--- config.mk ---
export PLATFORM = sky130hd
export DESIGN_NAME = gctr_stream
export DESIGN_NICKNAME = d
export VERILOG_FILES = /design/src/rtl/gcm_pkg.sv /design/src/rtl/gctr_fifo.sv /design/src/rtl/gctr_stream.sv
export SDC_FILE = /design/constraint.sdc
export NUM_CORES = 2
export LEC_CHECK = 0
export CAP_MARGIN = 0
export CORE_AREA = 2 2 351 353
export DETAILED_ROUTE_END_ITERATION = 6
export DIE_AREA = 0 0 353 355
export GPL_TIMING_DRIVEN = 0
export PLACE_DENSITY = 0.74
export SYNTH_ARGS = -nofsm -noshare
export SYNTH_HDL_FRONTEND = slang
export SYNTH_SLANG_ARGS = --single-unit
--- constraint.sdc ---
create_clock -name clk -period 11.2 [get_ports clk]
set_input_delay 2.8 -clock clk [delete_from_list [all_inputs] [get_ports clk]]
set_output_delay 2.8 -clock clk [all_outputs]
set_load 0.1 [all_outputs]
--- src/rtl/gcm_pkg.sv ---
// Shared types and helpers for the streaming GCTR datapath.
// Counter increment and tail masking live here so every stage agrees.
package gcm_pkg;

  localparam int BLOCK_W = 128;

  typedef enum logic [1:0] {
    ST_IDLE,
    ST_RUN,
    ST_DRAIN,
    ST_FIN
  } state_e;

  // Low s bits wrap modulo 2^s; upper bits never see a carry.
  function automatic logic [BLOCK_W-1:0] inc_s(
    input logic [BLOCK_W-1:0] cb,
    input int                 s
  );
    logic [BLOCK_W-1:0] m;
    if (s >= BLOCK_W) m = '1;
    else              m = (128'd1 << s) - 128'd1;
    return (cb & ~m) | ((cb + 128'd1) & m);
  endfunction

  // Keep the top nbits of blk, zero the rest.
  function automatic logic [BLOCK_W-1:0] mask_tail(
    input logic [BLOCK_W-1:0] blk,
    input logic [7:0]         nbits
  );
    logic [BLOCK_W-1:0] m;
    if (nbits >= 8'd128) m = '1;
    else                 m = ~({BLOCK_W{1'b1}} >> nbits);
    return blk & m;
  endfunction

endpackage

--- src/rtl/gctr_fifo.sv ---
// Small synchronous FIFO with occupancy count.
// Used for both plaintext holding and finished ciphertext.
module gctr_fifo #(
  parameter int WIDTH = 128,
  parameter int DEPTH = 4,
  localparam int AW   = $clog2(DEPTH)
) (
  input  logic             clk,
  input  logic             rst,
  input  logic             push_i,
  input  logic [WIDTH-1:0] din_i,
  input  logic             pop_i,
  output logic [WIDTH-1:0] dout_o,
  output logic             full_o,
  output logic             empty_o,
  output logic [AW:0]      count_o
);

  logic [WIDTH-1:0] mem_q [DEPTH];
  logic [AW-1:0]    wr_q, wr_d;
  logic [AW-1:0]    rd_q, rd_d;
  logic [AW:0]      cnt_q, cnt_d;
  logic             push_ok;
  logic             pop_ok;

  assign full_o  = (cnt_q == (AW+1)'(DEPTH));
  assign empty_o = (cnt_q == '0);
  assign count_o = cnt_q;
  assign dout_o  = mem_q[rd_q];

  assign push_ok = push_i && !full_o;
  assign pop_ok  = pop_i && !empty_o;

  always_comb begin
    wr_d  = wr_q;
    rd_d  = rd_q;
    cnt_d = cnt_q;
    if (push_ok) begin
      wr_d  = wr_q + AW'(1);
      cnt_d = cnt_d + (AW+1)'(1);
    end
    if (pop_ok) begin
      rd_d  = rd_q + AW'(1);
      cnt_d = cnt_d - (AW+1)'(1);
    end
  end

  always_ff @(posedge clk or posedge rst) begin
    if (rst) begin
      wr_q  <= '0;
      rd_q  <= '0;
      cnt_q <= '0;
    end else begin
      wr_q  <= wr_d;
      rd_q  <= rd_d;
      cnt_q <= cnt_d;
    end
  end

  always_ff @(posedge clk) begin
    if (push_ok) mem_q[wr_q] <= din_i;
  end

endmodule

--- src/rtl/gctr_stream.sv ---
// Streaming GCTR: counter generation, AES request issue, keystream XOR.
// In-flight credit equals data FIFO plus output FIFO occupancy.
module gctr_stream
  import gcm_pkg::*;
#(
  parameter int S         = 32,
  parameter int LEN_WIDTH = 32,
  parameter int DEPTH     = 4
) (
  input  logic                 clk,
  input  logic                 rst,
  input  logic                 start,
  input  logic [127:0]         icb_in,
  input  logic [LEN_WIDTH-1:0] msg_len_bits,
  input  logic                 din_valid,
  output logic                 din_ready,
  input  logic [127:0]         din,
  output logic                 aes_req_valid,
  input  logic                 aes_req_ready,
  output logic [127:0]         aes_req_block,
  input  logic                 aes_rsp_valid,
  input  logic [127:0]         aes_rsp_block,
  output logic                 dout_valid,
  input  logic                 dout_ready,
  output logic [127:0]         dout,
  output logic                 dout_last,
  output logic [7:0]           dout_nbits,
  output logic                 busy,
  output logic                 done,
  output logic                 err
);

  localparam int BW = LEN_WIDTH - 6;
  localparam int CW = $clog2(DEPTH) + 1;
  localparam int OW = BLOCK_W + 1 + 8;
  localparam logic [CW-1:0] DEPTH_C = CW'(DEPTH);

  state_e         state_q, state_d;
  logic [127:0]   cb_q, cb_d;
  logic [BW-1:0]  nblk_q, nblk_d;
  logic [BW-1:0]  acc_q, acc_d;
  logic [BW-1:0]  rsp_q, rsp_d;
  logic [6:0]     rem_q, rem_d;
  logic           err_q, err_d;

  logic [BW-1:0]  nblk_in;
  logic           accept;
  logic           rsp_ok;
  logic           stray;
  logic           rsp_last;
  logic [7:0]     y_nbits;
  logic [127:0]   y;
  logic           opop;

  logic [127:0]   x_head;
  logic           dfull, dempty;
  logic [CW-1:0]  dcnt;
  logic [OW-1:0]  o_head;
  logic           ofull, oempty;
  logic [CW-1:0]  ocnt;
  logic [CW-1:0]  inflight;

  assign nblk_in = {1'b0, msg_len_bits[LEN_WIDTH-1:7]}
                 + {{(BW-1){1'b0}}, |msg_len_bits[6:0]};

  assign inflight      = dcnt + ocnt;
  assign aes_req_valid = din_ready && din_valid;
  assign aes_req_block = cb_q;
  assign accept        = aes_req_valid;

  // Responses are in order, so the data FIFO count is the outstanding count.
  assign rsp_ok   = aes_rsp_valid && !dempty;
  assign stray    = aes_rsp_valid && dempty;
  assign rsp_last = (rsp_q == nblk_q - BW'(1));
  assign y_nbits  = (rsp_last && rem_q != 7'd0) ? {1'b0, rem_q} : 8'd128;
  assign y        = mask_tail(x_head ^ aes_rsp_block, y_nbits);

  assign dout_valid = !oempty;
  assign dout       = oempty ? '0 : o_head[127:0];
  assign dout_nbits = oempty ? '0 : o_head[135:128];
  assign dout_last  = oempty ? 1'b0 : o_head[136];
  assign opop       = dout_valid && dout_ready;
  assign err        = err_q;

  gctr_fifo #(.WIDTH(BLOCK_W), .DEPTH(DEPTH)) u_dfifo (
    .clk     (clk),
    .rst     (rst),
    .push_i  (accept),
    .din_i   (din),
    .pop_i   (rsp_ok),
    .dout_o  (x_head),
    .full_o  (dfull),
    .empty_o (dempty),
    .count_o (dcnt)
  );

  gctr_fifo #(.WIDTH(OW), .DEPTH(DEPTH)) u_ofifo (
    .clk     (clk),
    .rst     (rst),
    .push_i  (rsp_ok && !ofull),
    .din_i   ({rsp_last, y_nbits, y}),
    .pop_i   (opop),
    .dout_o  (o_head),
    .full_o  (ofull),
    .empty_o (oempty),
    .count_o (ocnt)
  );

  always_ff @(posedge clk or posedge rst) begin
    if (rst) begin
      state_q <= ST_IDLE;
      cb_q    <= '0;
      nblk_q  <= '0;
      acc_q   <= '0;
      rsp_q   <= '0;
      rem_q   <= '0;
      err_q   <= 1'b0;
    end else begin
      state_q <= state_d;
      cb_q    <= cb_d;
      nblk_q  <= nblk_d;
      acc_q   <= acc_d;
      rsp_q   <= rsp_d;
      rem_q   <= rem_d;
      err_q   <= err_d;
    end
  end

  always_comb begin
    state_d = state_q;
    cb_d    = cb_q;
    nblk_d  = nblk_q;
    acc_d   = acc_q;
    rsp_d   = rsp_ok ? rsp_q + BW'(1) : rsp_q;
    rem_d   = rem_q;
    unique case (state_q)
      ST_IDLE: begin
        if (start) begin
          cb_d    = icb_in;
          nblk_d  = nblk_in;
          rem_d   = msg_len_bits[6:0];
          acc_d   = '0;
          rsp_d   = '0;
          state_d = (nblk_in == '0) ? ST_FIN : ST_RUN;
        end
      end
      ST_RUN: begin
        if (accept) begin
          cb_d  = inc_s(cb_q, S);
          acc_d = acc_q + BW'(1);
          if (acc_q == nblk_q - BW'(1)) state_d = ST_DRAIN;
        end
      end
      ST_DRAIN: begin
        if (opop && dout_last) state_d = ST_FIN;
      end
      ST_FIN: state_d = ST_IDLE;
      default: state_d = ST_IDLE;
    endcase
  end

  // A stray response in the same cycle as start still flags.
  always_comb begin
    err_d = err_q;
    if (state_q == ST_IDLE && start) err_d = 1'b0;
    if (stray) err_d = 1'b1;
  end

  always_comb begin
    din_ready = 1'b0;
    busy      = 1'b0;
    done      = 1'b0;
    unique case (state_q)
      ST_IDLE:  ;
      ST_RUN: begin
        busy      = 1'b1;
        din_ready = aes_req_ready && (inflight < DEPTH_C) && !dfull;
      end
      ST_DRAIN: busy = 1'b1;
      ST_FIN: begin
        busy = 1'b1;
        done = 1'b1;
      end
      default: ;
    endcase
  end

endmodule

==> flow_summary.yaml <==
outcome:
  outcome: "finished, violations left"
  violations: "capacitance limit, slew limit"
setup_path:
  r2r_start: "nblk_q[0]"
  cp-end-kind: "primary output"
  crit_top_cell: "clkdlybuf4s50_1"
  critPathTopFamily: "buffers and inverters"
  worst-setup-path-type: "input port to primary output"
  start_kind: "input port"
  cp_slowest_cell: "clkdlybuf4s50_1"
  arrival_ps: 5600
  cp.required_ps: 8400
  max_stage_delay_ps: 1260
  startpoint: "din_valid"
  crit_fanout: 10
  path_cells: "clkdlybuf4s50_1 -> nand4_1 -> clkinv_1 -> clkbuf_1 -> clkdlybuf4s50_1"
  cp_num_buf_inv: 4
timing:
  final-hold-violation-count: 0
  relSlewSlack: -0.0296
  finalCritPeriodShare: 0.750
  setup_slack_ps: 2800
  setup_viol: 0
  final_max_slew_viol_count: 14
  rsz0062_at_grt: "false"
  min_period_ps: 8400
  clock_skew_ps: 24.5
  worst_pin_slew_ps: 1510
  setup_tns_ps: 0
  max_freq_mhz: 119
floorplan:
  die_x_microns: 353
  start_util: 0.447
  fp.coreArea_sq_um: 121000
  rows: 128
  chipHeight_microns: 355
  fp.dieArea_sq_um: 125000
  pin_count: 694
global_route:
  grt_pass1_wl_microns: 240000
  gr-total-overflow: 0
  antenna_found_initial: 35
  grt_usage: 0.267
  grt_pass1_vias: 34180
  grt_max_degree: 125
detailed_routing:
  routed_via_density: 5.81
  drt-total-wl_microns: 170000
  wl_per_cell_microns: 28.7
  drtPass1Iterations: 7
  drc_errors: 0
  postRouteAntennaNets: 0
  drtIter0Drc: 4239
  vias: 34479
cells_and_area:
  fin_cells: 5932
  layout.nets: 4635
  final_core_util: 0.561
  seqCellArea_sq_um: 37600
  multiInputGateArea_sq_um: 15800
  area_growth_pct: 25.5
  drive_gt1_frac: 0.121
  nFillCells: 9622
synth:
  synth_seq_area_share: 0.692
  ys.flop_type: "edfxtp_1"
  syn-cell-area_sq_um: 54300
  netlist_instances: 3337
  yosys.area.top_type: "edfxtp_1"
  ys_ff_latch: 1290
  synth-edff-count: 1060
  avgSynthCellArea_sq_um: 16.3
  synth_area_leaders: "edfxtp_1 59%, mux4_2 11%, dfrtp_1 11%"
  syn_nets: 3786
  synth_top_area_frac: 0.586
  ys_types: 72
  async_reset_ff_frac: 0.178
  synth_warnings: 0
clock_tree:
  cts_sinks: 1290
  root_buffer: "clkbuf_16"
  cts-buffers-inserted: 139
  ctsHoldBuffers: 0
  cts_buffer_depth: 3
  htreeDepth: 4
  cts_tree: "built"
  path_clk_slew_ps: 60
  post_cts_resized: 0
  post_cts_buffers: 0
  clk_latency_ps: 770
power:
  powerDensity_nw_per_um2: 289
  finalPower_uw: 19700
  irDropWorstVdd_mv: 0.340
  p_leak_uw: 0.0233
placed_design:
  port_buffers: 688
  dpl.hpwl_microns: 123000
  routabilityCongestion: 0.934
  dp.cells: 5670
  dp_slack_ps: 2750
hold_path:
  min-delay-start: "aes_req_block[37]"
  hold_path.class: "flop to flop"
run:
  drv_cap: 3
## stage by stage
step	instance area, sq um	hold slack [ps]
2_1_floorplan	54300	513
5_1_grt	68100	518
6_report	68100	506
4_1_cts	68100	508
3_5_place_dp	63800	491
3_3_place_gp	63200	489
## worst paths after layout
check | end | slack (ps) | cells past startpoint
hold reg to reg | aes_req_block[37] | 510 | 1
min in group asynchronous | aes_req_block[78] | 2610 | 2
max in group asynchronous | nblk_q[3] | 7410 | 3
setup / recovery | aes_req_valid | 2800 | 5
setup reg to reg | u_ofifo.mem_q[1][51] | 5160 | 12
hold / removal | aes_req_block[37] | 510 | 1
## state kept, by name, indices dropped and copies added, names as in the netlist, 7 cells and up
register	cells
acc_q	26
aes_req_block	128
u_dfifo.mem_q	512
rem_q	7
rsp_q	26
u_ofifo.mem_q	548
nblk_q	26
## where the power goes
part	internal (uW)	switching [uW]	total [uW]	leakage (uW)
Combinational	2500	6190	8690	0.00846
Clock	2500	1910	4410	0.00209
Sequential	6360	214	6570	0.0128
Total	11400	8310	19700	0.0233
## routing by layer
layer / share of wire / GRT usage
met3: 0.10 / 0.0784
met4: 0.038 / 0.106
met2: 0.46 / 0.410
met5: 0.0013 / 0
met1: 0.39 / 0.359
## Yosys cell counts (3+ instances only)
library cell,number
nor4b_1,3
inv_1,40
nand3_1,56
nand4_1,38
a21oi_1,206
or3_1,25
o21ai_0,119
xnor2_1,171
ha_1,26
o31ai_1,9
buf_2,13
and3_1,21
o22ai_1,21
xor2_1,89
and3b_1,3
or4_1,10
xnor3_1,5
mux4_2,265
nand2b_1,11
a22o_1,96
dfrtp_1,230
and4_1,6
buf_1,39
nor2_1,119
clkbuf_1,140
nand2_1,180
a2111oi_0,10
and2_1,163
nor3_1,40
a2bb2oi_1,6
o31a_1,3
or2_2,8
a31oi_1,16
nor2b_1,12
edfxtp_1,1060
nor4_1,17
a211oi_1,3
mux2i_1,10
## area by class of cell
class	count	share of cell area
timing repair buffer	708	0.109
inverter	42	0.00242
clock inverter	68	0.00920
clock buffer	178	0.0541
sequential	1290	0.552
multi-input combinational	1810	0.232
buffer	195	0.0112
antenna	16	0.000588
tap	1625	0.0298
## cell families after synthesis
logic type | after synthesis | share of synthesized area
compound gates | 519 | 0.0592
buf+inv | 237 | 0.0169
flops | 1290 | 0.692
simple gates | 723 | 0.0692
mux | 276 | 0.112
xor+xnor | 266 | 0.0445
fa+ha+maj | 26 | 0.00599
## placed cells by master (no fill, tap or decap), types with 18 or more instances in the layout
cell,Yosys,layout
nand4_1,38,38
clkinv_2,0,18
xor2_1,89,89
inv_1,40,39
ha_1,26,26
nor2_1,119,119
and3_1,21,21
xnor2_1,171,171
mux4_2,265,265
nand2_1,180,180
buf_1,39,38
and2_1,163,155
a22o_1,96,96
a21oi_1,206,206
o22ai_1,21,21
clkbuf_1,140,173
or3_1,25,25
o21ai_0,119,119
nand3_1,56,56
clkinv_1,2,27
edfxtp_1,1060,1060
nor3_1,40,40
clkdlybuf4s50_1,0,688
dfrtp_1,230,230
clkbuf_16,0,140
buf_16,0,18
No activity file was read; power rests on OpenSTA's default activity.
